### config.mk
export PLATFORM = sky130hd
export DESIGN_NAME = pixel_scan_scheduler
export DESIGN_NICKNAME = d
export VERILOG_FILES = /design/src/rtl/pixel_scan_scheduler.sv
export SDC_FILE = /design/constraint.sdc
export NUM_CORES = 1
export LEC_CHECK = 0
export CORE_ASPECT_RATIO = 0.9
export CORE_UTILIZATION = 40
export CTS_BUF_LIST = sky130_fd_sc_hd__clkbuf_4 sky130_fd_sc_hd__clkbuf_8
export DETAILED_ROUTE_END_ITERATION = 16
export PLACE_DENSITY = 0.72
export SLEW_MARGIN = 20
export SYNTH_ARGS = -nofsm -noshare
export SYNTH_HDL_FRONTEND = slang
export SYNTH_SLANG_ARGS = --single-unit
export TNS_END_PERCENT = 30
### constraint.sdc
create_clock -name clk50 -period 2.75 [get_ports clk50]
set_input_delay 0.55 -clock clk50 [delete_from_list [all_inputs] [get_ports clk50]]
set_output_delay 0.55 -clock clk50 [all_outputs]
set_load 0.01 [all_outputs]
### src/rtl/pixel_scan_scheduler.sv
// pixel_scan_scheduler: raster read sequencer for the banked pixel store, sharing its read port with a host
// Ports: clk50/rst (sync, active-high); start/abort frame control; ds_ready downstream backpressure;
//   host_req + host_bank/row/col host read request, host_gnt one-cycle grant;
//   mem_rd/mem_bank/mem_row/mem_col/mem_sel store read port (mem_sel=1 when the host owns the read);
//   pix_row/pix_col/sol/eol scan position of the current read; scan_vld store data valid;
//   busy (not IDLE) and frame_done one-cycle end-of-frame pulse.
module pixel_scan_scheduler #(
   parameter int COLS          = 1448,
   parameter int ROWS          = 1072,
   parameter int ROWS_PER_BANK = 67,
   parameter int BANKS         = 16,
   parameter int HBLANK        = 8
) (
   input  logic        clk50,
   input  logic        rst,
   input  logic        start,
   input  logic        abort,
   input  logic        ds_ready,
   input  logic        host_req,
   input  logic [3:0]  host_bank,
   input  logic [6:0]  host_row,
   input  logic [11:0] host_col,
   output logic        host_gnt,
   output logic        mem_rd,
   output logic [3:0]  mem_bank,
   output logic [6:0]  mem_row,
   output logic [11:0] mem_col,
   output logic        mem_sel,
   output logic [11:0] pix_row,
   output logic [11:0] pix_col,
   output logic        sol,
   output logic        eol,
   output logic        scan_vld,
   output logic        busy,
   output logic        frame_done
);
   localparam logic [11:0] COL_LAST  = 12'(COLS - 1);
   localparam logic [11:0] ROW_LAST  = 12'(ROWS - 1);
   localparam logic [6:0]  BROW_LAST = 7'(ROWS_PER_BANK - 1);
   localparam logic [3:0]  BANK_LAST = 4'(BANKS - 1);
   localparam int          BW        = $clog2(HBLANK + 1);
   localparam logic [BW-1:0] BLANK_LAST = BW'(HBLANK - 1);

   typedef enum logic [1:0] {IDLE, SCAN, BLANK, DONE} state_t;

   state_t        st;
   logic [11:0]   row, col, hcol;
   logic [6:0]    bank_row, hrow;
   logic [3:0]    bank, hbank;
   logic [BW-1:0] blank;
   logic          scan_rd, line_end, gnt_ok;

   assign scan_rd  = st == SCAN && ds_ready;
   assign line_end = scan_rd && col == COL_LAST;
   // The grant is registered, so decide it one cycle early: it must land in an IDLE cycle
   // or a blank cycle, never in the cycle the next line restarts.
   assign gnt_ok = host_req && !host_gnt &&
                   ((st == IDLE && !start) || (line_end && row != ROW_LAST) ||
                    (st == BLANK && blank != BLANK_LAST));

   always_ff @(posedge clk50) begin
      if (rst || abort) begin
         st         <= IDLE;
         row        <= '0;
         col        <= '0;
         bank       <= '0;
         bank_row   <= '0;
         blank      <= '0;
         host_gnt   <= 1'b0;
         hbank      <= '0;
         hrow       <= '0;
         hcol       <= '0;
         frame_done <= 1'b0;
      end else begin
         host_gnt   <= gnt_ok;
         frame_done <= line_end && row == ROW_LAST;
         if (gnt_ok) begin
            hbank <= host_bank;
            hrow  <= host_row;
            hcol  <= host_col;
         end
         case (st)
            IDLE: if (start) begin
               st       <= SCAN;
               row      <= '0;
               col      <= '0;
               bank     <= '0;
               bank_row <= '0;
               blank    <= '0;
            end
            SCAN: if (line_end) begin
               if (row == ROW_LAST) st <= DONE;
               else begin
                  st       <= BLANK;
                  blank    <= '0;
                  col      <= '0;
                  row      <= row + 12'd1;
                  bank_row <= bank_row == BROW_LAST ? '0 : bank_row + 7'd1;
                  if (bank_row == BROW_LAST) bank <= bank == BANK_LAST ? '0 : bank + 4'd1;
               end
            end else if (scan_rd) col <= col + 12'd1;
            BLANK: begin
               blank <= BW'(blank + 1);
               if (blank == BLANK_LAST) st <= SCAN;
            end
            default: st <= IDLE;
         endcase
      end
   end

   // Data for a scan read issued in the abort cycle still arrives, so only rst clears this.
   always_ff @(posedge clk50) scan_vld <= rst ? 1'b0 : scan_rd;

   assign mem_rd   = scan_rd || host_gnt;
   assign mem_sel  = host_gnt;
   assign mem_bank = host_gnt ? hbank : bank;
   assign mem_row  = host_gnt ? hrow : bank_row;
   assign mem_col  = host_gnt ? hcol : col;
   assign pix_row  = row;
   assign pix_col  = col;
   assign sol      = scan_rd && col == '0;
   assign eol      = line_end;
   assign busy     = st != IDLE;
endmodule

Word level (Yosys, flattened, before mapping):

Index checks and enable logic that the tools add are counted.

* flip-flop bits (word level): 67
* input bits: 29
* output and inout bits: 55

* reductions and logical operators: 25
* add/sub/neg operators: 5
* equal/unequal tests: 16
* multiplexer cells: 30

Operators with widths (number)
* $mux W12: 7
* $pmux W12 S2: 2
* $mux W7: 5
* $mux W4: 8
* $add A12 B1 Y12 const B: 2
* $eq A12 B11 Y1 const B: 2
* $pmux W7 S2: 1
* $logic_not A12 Y1: 1
* $ne A12 B11 Y1 const B: 1
* $pmux W4 S3: 1
* $reduce_and A4 Y1: 3
* $logic_and A1 B1 Y1: 9
* $add A4 B1 Y4 const B: 2
* $pmux W4 S2: 1
* $add A7 B1 Y7 const B: 1
* $eq A7 B7 Y1 const B: 1
* $mux W2: 3
* $ne A2 B2 Y1 const B: 3
* $ne A3 B3 Y1 const B: 2
* $pmux W2 S3: 1
* $reduce_and A5 Y1: 1
* $eq A4 B3 Y1 const B: 1
* $eq A4 B4 Y1 const B: 1
* $logic_or A1 B1 Y1: 4
* 10 further kinds: 13

Logic depth before layout (Yosys ltp):

Gate-level depths: netlist of the first run.

* word-level depth: 7
* mapped depth: 9
* depth with buffers taken out: 7

Worst setup path after synthesis of the first run:

Ideal clock, no wire load.

* path kind: reg-to-output
* from: register col[3], in the netlist pix_col[3]
* to: output eol
* setup slack: 478 ps
* arrival: 1722 ps
* cell stages (with the launch flop): 5
* data required time: 2200 ps
* cell sequence: dfxtp_1 > or4_4 > or4_4 > buf_6 > clkinv_8

* cells in the longest elaborated chain, start to end: 2

RTL lines
* start: declaration: RTL line 47 `logic [11:0] row, col, hcol;`
* start signal: assignment: RTL line 101 `end else if (scan_rd) col <= col + 12'd1;`
* $eq A12 B11 Y1: RTL line 54 `assign line_end = scan_rd && col == COL_LAST;`
* $logic_and A1 B1 Y1: RTL line 54
* end: declaration: RTL line 32 `output logic eol,`

No other way between the ends.

Worst setup path after layout of the first run:

* from: input ds_ready
* to: output eol

* cells in the longest elaborated chain, start to end: 2

RTL lines
* start: declaration: RTL line 18 `input logic ds_ready,`
* $logic_and A1 B1 Y1: RTL line 53 `assign scan_rd = st == SCAN && ds_ready;`
* $logic_and A1 B1 Y1: RTL line 54

No other way between the ends.

==> impl_metrics.toml, run 1 <==
[sta]
setup-violations-final = 0
period_share_pct = 95.9
finClkSkew_ns = 0.00465
final_max_slew_viol_count = 0
max_slew_margin_pct = 41.2
fin_ws_ns = 0.113
fmax_ghz = 0.379
period_needed_ns = 2.64
tightest_slew_ns = 0.882
hold_ws_ns = 0.478
final-hold-violation-count = 0
rsz0062_at_grt = "no"

[cts]
insertion_delay_ns = 0.35
clkTransAtPathRegs_ns = 0.07
cts.sinks = 67
cts_root_buffer = "clkbuf_8"
htreeDepth = 3
cts_tree = "done"
cts.path.max_buffers = 2
cts_buffers = 9

[logic_synthesis]
synth_edf_count = 0
syn_inst = 439
synthFlopType = "dfxtp_1"
synth_fp_nets = 475
syn_area_mm2 = 0.00360
synth_top_family_by_area = "simple AND/OR/NAND/NOR gates"
synth.avg_cell_area_um2 = 8.21
synth-compound-area-share_pct = 19.9
ys_ff_latch = 67
synthXorXnorAreaFrac_pct = 2.43
yosys.area_share.simple_pct = 26.2
yosys_warnings = 0
ys_seq_area_share_pct = 37.2
post_synth_fa_ha_maj_area_fraction_pct = 2.43
ys_types = 54
async_reset_ff_share_pct = 0
synth_mux_area_share_pct = 6.81

[worst_setup_path]
path_cells = "clkdlybuf4s50_1 -> nand2b_1 -> or4_4 -> clkinv_8 -> dlygate4sd2_1"
worst-path-buf-inv = 3
start_kind = "input port"
worst_path_largest_cell_delay_ns = 0.60
path_max_fanout = 2
required_ns = 2.20
arrival_ns = 2.09
path_class = "input port to output pin"
cp_top_family = "buffers and inverters"
endpoint_kind = "output pin"
cpMaxStageDelayCell = "or4_4"

[placement]
io_buffers = 83
place_hpwl_um = 7370
post_dp_cell_area_mm2 = 0.00466
place_ws_ns = -0.129
gp_congestion = 0.882

[route]
ant_nets = 0
wire_per_inst_um = 15.7
first_pass_iters = 5
finalWirelength_um = 10300
vias = 3752
drtIter0Drc = 198
drcViolationCount = 0
drt-vias-per-instance = 5.71

[grt]
grt_util_met3_pct = 5.72
grt_use_met1_pct = 30.5
grt_max_degree = 26
antenna_found_initial = 0
use_met2_pct = 36.5
grt_first_pass_wirelength_um = 17200
first_global_vias = 3651
gr-total-overflow = 0
grt.busiest_layer = "met2"
grt_usage_pct = 23.1

[die]
num_rows = 32
start_util_pct = 41.7
die_w_um = 102
io_pins = 84
die_area_mm2 = 0.00939
chipHeight_um = 92.0
core_mm2 = 0.00865

[cells_and_area]
design_area_mm2 = 0.00492
diodes = 0
layout-drive-gt1-share_pct = 15.1
area_growth_pct = 36.4
final_cell_mix = "clkdlybuf4s50_1, dfxtp_1, nand3_1, a21oi_1, nor2_1"
utilization_pct = 56.8
final_common_cell = "clkdlybuf4s50_1"
fillers = 806
nNetsFinal = 569

[power_and_ir_drop]
leakagePower_nw = 1.70
powerDensity_mw_per_mm2 = 446
peakVddDrop_mv = 0.305
power_mw = 2.19

[min_path]
hp-class = "flop to flop"

[run_status]
status = "finished clean"

[run]
maxCapViolCount = 0
[power breakdown]
part           switching, mW  total [mW]  internal [mW]
Clock                  0.382        1.02          0.634
Combinational          0.107       0.190         0.0833
Sequential           0.00515       0.984          0.979
[kinds of logic after synthesis]
| family | Yosys count |
|---|---|
| mux | 22 |
| xor+xnor | 10 |
| buf+inv | 37 |
| simple gates | 172 |
| compound gates | 124 |
| flops | 67 |
| fa+ha+maj | 7 |
[per-layer routing]
metal	routed length (um)	vias up
met4	182	0
met2	4680	164
li1	-	1809
met1	4750	1760
met3	708	19
met5	0	-
[per-stage QoR]
stage | std cells | TNS (ns)
after floorplan | 439 | 0
after global placement | 640 | -0.137
after detailed placement | 640 | -0.129
after CTS | 657 | 0
after global routing | 657 | 0
final | 657 | 0
[path summary, 6_finish.rpt]
path | from | endpoint | slack (ns) | cells past startpoint
worst max-delay path | ds_ready | eol | 0.11 | 5
worst min register to register | hcol[0] | hcol[0] | 0.48 | 2
worst max register to register | pix_col[6] | bank_row[5] | 0.38 | 6
worst min-delay path | hcol[0] | hcol[0] | 0.48 | 2
[state kept, by name, indices dropped and copies added, names as in the netlist, 2 cells and up]
| name | count |
|---|---|
| hcol | 12 |
| pix_col | 12 |
| pix_row | 12 |
| bank_row | 7 |
| hrow | 7 |
| bank | 4 |
| blank | 4 |
| hbank | 4 |
| st | 2 |
[synth_stat cells (2+ instances only)]
library cell	instances	area, um^2
nand2_1	24	90.1
xor2_1	6	52.6
a21oi_1	45	225
nor4_4	2	42.5
mux2_2	20	225
or4_1	5	37.5
or2_2	3	18.8
or4_4	2	22.5
nor2b_1	2	12.5
or3b_1	2	17.5
a22oi_1	2	15.0
and2_1	4	25.0
nand2b_1	6	37.5
buf_1	2	7.51
and3_1	5	31.3
nand3b_1	2	15.0
nor4b_1	3	26.3
o211ai_1	6	45.0
nor3_1	11	55.1
a31oi_1	11	68.8
clkbuf_1	20	75.1
xnor2_1	4	35.0
ha_1	7	87.6
dfxtp_1	67	1340
and4_1	2	17.5
a311oi_1	2	17.5
nor2_1	32	120
nor4_1	2	12.5
nand4_1	13	81.3
o21ai_1	24	120
buf_6	3	33.8
o21ai_0	21	105
or3_1	3	18.8
inv_1	6	22.5
o31ai_1	3	22.5
mux2i_1	2	20.0
nand3_1	45	225
buf_2	4	20.0
[worst reg2reg max path: stages (launching register included)]
cell,delay (ns)
dfxtp_1,0.31
or4_4,0.56
buf_4,0.18
nor4_4,0.44
nand3_1,0.23
or4_1,0.51
o21ai_1,0.08
[what timing repair did]
action	in CTS	in global routing
hold endpoints to repair	0	0
endpoints found under the setup margin	1	1
hold buffers	0	0
buffers inserted	1	0
pin swaps	2	0
resized for setup	2	1
[area by class of cell]
cell class	instances	area, um^2	area share [%]
Tap cell	119	149	3.03
Multi-Input combinational cell	335	2080	42.4
Inverter	7	38.8	0.789
Clock buffer	11	145	2.95
Sequential cell	67	1340	27.3
Timing Repair Buffer	113	1060	21.5
Clock inverter	5	100	2.04
Power figures use the tool's default switching activity.
==> run 2, diff against run 1 <==
Settings changed: ABC_CLOCK_PERIOD_IN_PS set to 2750, GPL_ROUTABILITY_DRIVEN set to 0.
==> results of run 2 <==
The final DEF is identical to that of run 1; final timing and power are the same.
